## config.mk

```make
export PLATFORM = sky130hd
export DESIGN_NAME = block_memory_responder
export DESIGN_NICKNAME = d
export VERILOG_FILES = /design/src/rtl/block_memory_responder.sv
export SDC_FILE = /design/constraint.sdc
export NUM_CORES = 2
export LEC_CHECK = 0
export BUFFER_PORTS_ARGS = -buffer_cell sky130_fd_sc_hd__buf_2
export CORE_AREA = 2 2 511 462
export CTS_BUF_LIST = sky130_fd_sc_hd__clkbuf_8
export DETAILED_ROUTE_END_ITERATION = 7
export DIE_AREA = 0 0 513 464
export MAX_ROUTING_LAYER = met4
export PLACE_DENSITY = 0.51
export SYNTH_ARGS = -nofsm -noshare
export SYNTH_HDL_FRONTEND = slang
export SYNTH_SLANG_ARGS = --single-unit
```

## constraint.sdc

```tcl
create_clock -name CLK -period 4.11 [get_ports CLK]
set_input_delay 0.6165 -clock CLK [delete_from_list [all_inputs] [get_ports CLK]]
set_output_delay 0.6165 -clock CLK [all_outputs]
set_load 0.005 [all_outputs]
```

## src/rtl/block_memory_responder.sv

```systemverilog
// block_memory_responder
// Memory-side responder for the data cache block interface. Accepts one block
// read or write in IDLE, holds BUSYWAIT for LATENCY cycles, then commits the
// write or loads READDATA, spends one DONE cycle, and returns to IDLE.
// Optional feature: define RESET_CLEAR_EN to zero every block after reset
// (one block per cycle, BUSYWAIT held high) before requests are accepted.
module block_memory_responder #(
    parameter int ADDR_W  = 6,
    parameter int BLOCK_W = 32,
    parameter int LATENCY = 5
) (
    input  logic               CLK,
    input  logic               RESET,
    input  logic               READ,
    input  logic               WRITE,
    input  logic [ADDR_W-1:0]  ADDRESS,
    input  logic [BLOCK_W-1:0] WRITEDATA,
    output logic [BLOCK_W-1:0] READDATA,
    output logic               BUSYWAIT,
    output logic               ERR
);

    localparam int DEPTH = 2 ** ADDR_W;
    localparam logic [3:0] CNT_LOAD = 4'(LATENCY - 1);

    if (LATENCY < 1 || LATENCY > 15) begin : g_bad_latency
        $error("block_memory_responder: LATENCY must be in 1..15");
    end

    typedef enum logic [1:0] {
        IDLE  = 2'd0,
        BUSY  = 2'd1,
        DONE  = 2'd2,
        CLEAR = 2'd3
    } state_t;

`ifdef RESET_CLEAR_EN
    localparam state_t RESET_STATE = CLEAR;
`else
    localparam state_t RESET_STATE = IDLE;
`endif

    logic [BLOCK_W-1:0] mem [DEPTH];

    state_t             state;
    state_t             state_next;
    logic [3:0]         cnt;
    logic [ADDR_W-1:0]  lat_addr;
    logic [BLOCK_W-1:0] lat_data;
    logic               lat_write;

    logic               accept;
    logic               complete;
    logic               err_set;

`ifdef RESET_CLEAR_EN
    logic [ADDR_W-1:0]  clr_idx;
    logic               clr_last;

    assign clr_last = (clr_idx == '1);
`endif

    // State register; reset lands in IDLE, or CLEAR when the clear sweep is built in
    always_ff @(posedge CLK) begin
        if (!RESET) begin
            state <= RESET_STATE;
        end else begin
            state <= state_next;
        end
    end

    // Next-state decode, handshake strobes and the combinational BUSYWAIT
    always_comb begin
        state_next = state;
        BUSYWAIT   = 1'b0;
        accept     = 1'b0;
        complete   = 1'b0;
        err_set    = 1'b0;
        case (state)
            IDLE: begin
                if (READ ^ WRITE) begin
                    accept     = 1'b1;
                    BUSYWAIT   = 1'b1;
                    state_next = BUSY;
                end else if (READ & WRITE) begin
                    err_set = 1'b1;
                end
            end
            BUSY: begin
                BUSYWAIT = 1'b1;
                if (cnt == 4'd0) begin
                    complete   = 1'b1;
                    state_next = DONE;
                end
            end
            DONE: begin
                state_next = IDLE;
            end
            CLEAR: begin
`ifdef RESET_CLEAR_EN
                BUSYWAIT = 1'b1;
                if (clr_last) begin
                    state_next = IDLE;
                end
`else
                state_next = IDLE;
`endif
            end
            default: begin
                state_next = IDLE;
            end
        endcase
    end

    // Request latch, latency counter, read return and sticky error flag
    always_ff @(posedge CLK) begin
        if (!RESET) begin
            cnt       <= 4'd0;
            lat_addr  <= '0;
            lat_data  <= '0;
            lat_write <= 1'b0;
            READDATA  <= '0;
            ERR       <= 1'b0;
        end else begin
            if (accept) begin
                cnt       <= CNT_LOAD;
                lat_addr  <= ADDRESS;
                lat_data  <= WRITEDATA;
                lat_write <= WRITE;
            end else if (state == BUSY && cnt != 4'd0) begin
                cnt <= cnt - 4'd1;
            end
            if (complete && !lat_write) begin
                READDATA <= mem[lat_addr];
            end
            if (err_set) begin
                ERR <= 1'b1;
            end
        end
    end

`ifdef RESET_CLEAR_EN
    // Clear sweep index; restarts from block 0 whenever reset is asserted
    always_ff @(posedge CLK) begin
        if (!RESET) begin
            clr_idx <= '0;
        end else if (state == CLEAR) begin
            clr_idx <= clr_idx + 1'b1;
        end
    end
`endif

    // Block storage; a reset edge suppresses any pending commit
    always_ff @(posedge CLK) begin
        if (RESET && complete && lat_write) begin
            mem[lat_addr] <= lat_data;
        end
`ifdef RESET_CLEAR_EN
        else if (RESET && state == CLEAR) begin
            mem[clr_idx] <= '0;
        end
`endif
    end

endmodule

```

Word level (Yosys, flattened, before mapping). Memory sizes are Yosys's and may differ from the RTL's. A register that Yosys moved wholly into a read port is not among the register bits. Index checks and enable logic that the tools add are counted.

$mul: 0. Bitwise operators: 3. Shift-type cells: 0. $add $sub $neg: 1. Multiplexer cells: 15. Reduce and logical (&&, ||, !) cells: 13. Div/mod/pow operators: 0. Magnitude comparators: 0. Equal/unequal tests: 5.

Operators with widths (number): 1-bit two-way mux (9); 3-bit two-way mux (2); 2-bit one-hot mux with 3 select lines (1); 2-bit equality test, second input constant (2); 1-bit logical AND (4); 4-bit zero test (1); 2-bit two-way mux (2); 2-bit != test, second input constant (2); 4-bit nonzero test (1); 2-bit OR reduction (2); 4-bit by 1-bit subtractor with 4-bit output, second input constant (1); 2-bit by 1-bit equality test with 1-bit output, second input constant (1); 1-bit zero test (2); 2-bit zero test (1); 1-bit one-hot mux with 2 select lines (1); 2-bit AND reduction (1); 2-bit nonzero test (1); 1-bit AND (1); 1-bit inverter (1); 1-bit bitwise XOR (1).

Bits in latches: 0. Memory bits (writable): 2048. Bits of input ports: 42. Register bits after elaboration: 46. Output and inout port bits: 34. Logic and storage cells: 45. Memory bits (read-only): 0. Memories kept: 1.

Memory list: mem (words 64, width 32, read ports 1, clocked after memory_dff 1, write ports 1, RTL line 43) `logic [BLOCK_W-1:0] mem [DEPTH];`.

Longest topological paths before layout.
Depth in word-level cells: 7. Mapped depth: 11. Gate-level depth less buffers: 8.

Worst setup path before layout. No wires, ideal clock.

Path kind: register to register. From: reg lat_addr[2]. To: mem mem[10][0], enable pin. Setup slack: 0.711 ns. Period minus slack after synthesis: 3.399 ns. Path buffers: 6. Data required time: 3.689 ns. Data arrival time: 2.977 ns. Cell stages (with the launch flop): 10. Path through: dfxtp_1 -> buf_2 -> buf_4 -> buf_4 -> buf_4 -> buf_4 -> buf_2 -> nor2_1 -> nand2_1 -> nor2_1.

RTL lines: from (decl) (RTL line 48) `logic [ADDR_W-1:0] lat_addr;`; from (signal assigned) (RTL line 119) `lat_addr <= '0;`; from (signal assigned) (RTL line 127) `lat_addr <= ADDRESS;`; to (decl) (RTL line 43).

No word-level cell before the write port.

==> out/metrics.yaml <==
hp-class: "in -> reg"
max_stage_delay_ns: 0.87
crit_slowest_cell: "nor4b_1"
die_w_um: 513
drc: 0
p_leak_nw: 29.4
dieArea_um2: 238000
place_ws_ns: 0.641
maxSlewHeadroom_pct: 10.3
ys_ff_latch: 2126
die_h_um: 464
dp_hpwl_um: 160000
synth-seq-area-share_pct: 77.6
syn_avg_cell_area_um2: 18.6
dr.pass1.iters: 6
cts.clk_slew.worst_paths_ns: 0.06
via_count: 46251
setup-violations-final: 0
start_util_pct: 35.0
drive_above_1_share_pct: 22.3
dp_cells: 7512
grt_max_degree: 75
final-seq-area_um2: 63100
synthAdderAreaFrac_pct: 0.0462
antenna_found_initial: 23
holdWs_ns: 0.370
rr_worst_depth: 7
yosysTopAreaCellShare_pct: 75.7
path_max_fanout: 46
final_common_cell: "edfxtp_1"
rows: 168
slew_violations: 0
crit_chain: "buf_12 -> buf_12 -> mux2i_1 -> o22ai_1 -> o21ai_0 -> nor4b_1 -> a31oi_1"
mostFrequentLayoutCells: "2048 x edfxtp_1, 442 x mux2i_1, 379 x clkbuf_8"
required_ns: 4.98
synth_largest_area_cell: "edfxtp_1"
power_density_nw_per_um2: 489
drt_iter0_drc: 6355
cts.hold.buffers_added: 41
grt_pass1_vias: 44818
yosys.area_share.simple_pct: 2.28
status: "finished, final reports clean"
viasPerCell: 5.65
ys_warn_count: 0
yosys-mux-area-fraction_pct: 10.2
io_pins: 76
synth_cells: 4377
setup.worst_path.end_class: "flip-flop"
cts.sinks: 2126
syn_to_final_growth_pct: 16.0
coreArea_um2: 232000
cts.path.max_buffers: 4
grt_pass1_wl_um: 366000
synth_compound_area_share_pct: 7.79
startpoint_type: "flip-flop"
clock_latency_ns: 1.07
cts_tree: "yes"
crit_type: "reg -> reg"
synthTopCellsByArea: "edfxtp_1 76%, mux2i_1 5.4%, mux4_2 3.8%, a221oi_1 2.6%, dfxtp_1 1.9%"
irDropWorstVdd_mv: 0.257
synthesis.nets: 4422
layout_setup_ws_ns: 0.441
rsz0062_at_grt: "no"
cts_buffers: 354
hold_viol_final: 0
synthArstFlopShare_pct: 0
htreeDepth: 5
fillCellCount: 20842
syn_area_um2: 81200
worst_pin_slew_ns: 1.34
ant_nets: 0
worstPathArrival_ns: 4.54
layoutNonFillerInstCount: 8182
ctsResizeCount: 0
routedWlPerCell_um: 32.3
dpl_cell_area_um2: 87400
synth_top_family_by_area: "multiplexers"
synth_xor_area_share_pct: 0.0324
whs_path_depth: 4
fin_crit_ns: 3.67
fin_tns_setup_ns: 0
wl_um: 264000
period_share_pct: 89.3
maxCapViolCount: 0
synth_edf_count: 2048
grtUsageTotal_pct: 22.5
port_buffers: 75
multiInputGateArea_um2: 17100
place_congestion: 0.873
fin_skew_ns: 0.0882
postCtsSetupBuffers: 0
grt-ovfl-total: 0
synth_cell_types: 67
ys.flop_type: "edfxtp_1"
crit_top_cell: "buf_12"
max_clock_freq_mhz: 273
nNetsFinal: 4894
fin_area_um2: 94200
cts_root_buf: "clkbuf_8"
## registers in the layout, summed over array words and instances (netlist names)
register,cells
ERR,1
READDATA,32
cnt,4
lat_addr,6
lat_data,32
lat_write,1
mem,2048
state,2
## final cells by class
cell class / count / share of cell area (%)
multi-input cells: 1948 / 18.2
inverters: 5 / 0.0239
clock inverters: 234 / 1.20
repair buffers: 414 / 3.90
diodes: 16 / 0.0425
well taps: 3060 / 4.07
clock buffers: 379 / 5.54
flip-flops and latches: 2126 / 67.0
## stage by stage
| step | utilization [%] | total power, W |
|---|---|---|
| final | 40.5 | 0.0461 |
| after global routing | 40.5 | 0.0476 |
| after CTS | 40.5 | 0.0464 |
| after detailed placement | 37.6 | 0.0292 |
| after global placement | 37.6 | 0.0291 |
| after floorplan | - | 0.0270 |
## per-layer routing
layer | GRT usage (%) | vias up | part of all wire, %
met1 | 32.1 | 24572 | 45
met5 | - | - | 0
met3 | 5.62 | 372 | 9.5
met2 | 32.1 | 2272 | 44
met4 | 5.03 | 0 | 2.1
li1 | - | 19035 | -
## cell families after synthesis
family | count (synthesis)
flops | 2126
xor+xnor | 3
mux | 651
fa+ha+maj | 3
compound gates | 862
buf+inv | 303
simple gates | 429
## critical path: cells and delay by family, from the launching register on
family	cells	cell delay, ns
compound gates	3	0.83
buf+inv	2	0.64
flops	1	0.83
mux	1	0.22
simple gates	1	0.87
## path summary, 6_finish.rpt
check                 from  slack, ns      endpoint
max            lat_addr[2]       0.44   READDATA[8]
min          WRITEDATA[14]       0.37  lat_data[14]
max reg2reg    lat_addr[2]       0.44   READDATA[8]
min reg2reg   lat_data[10]       0.46  lat_data[10]
## power by group
part / internal [W] / switching, W / total [W]
logic: 0.00135 / 0.00293 / 0.00428
clock network: 0.00889 / 0.00841 / 0.0173
registers: 0.0241 / 0.000405 / 0.0245
## Yosys cell counts (all sizes together), types with 4 or more instances
master and n:
o221a 9, o2111ai 6, o2111a 6, o211a 4
nand2 127, a21boi 40, dfxtp 78, edfxtp 2048
a221oi 241, buf 210, a31oi 39, and3 4
mux2i 442, o22a 5, a21oi 69, o21ai 114
nor2b 9, o22ai 82, a221o 12, mux2 72
inv 5, a211oi 5, clkbuf 88, nand2b 5
a41oi 5, mux4 137, nand3 53, nor3 5
a22o 15, a22oi 183, and2 6, nor2 193
and4 8
No activity file was read; power rests on OpenSTA's default activity.
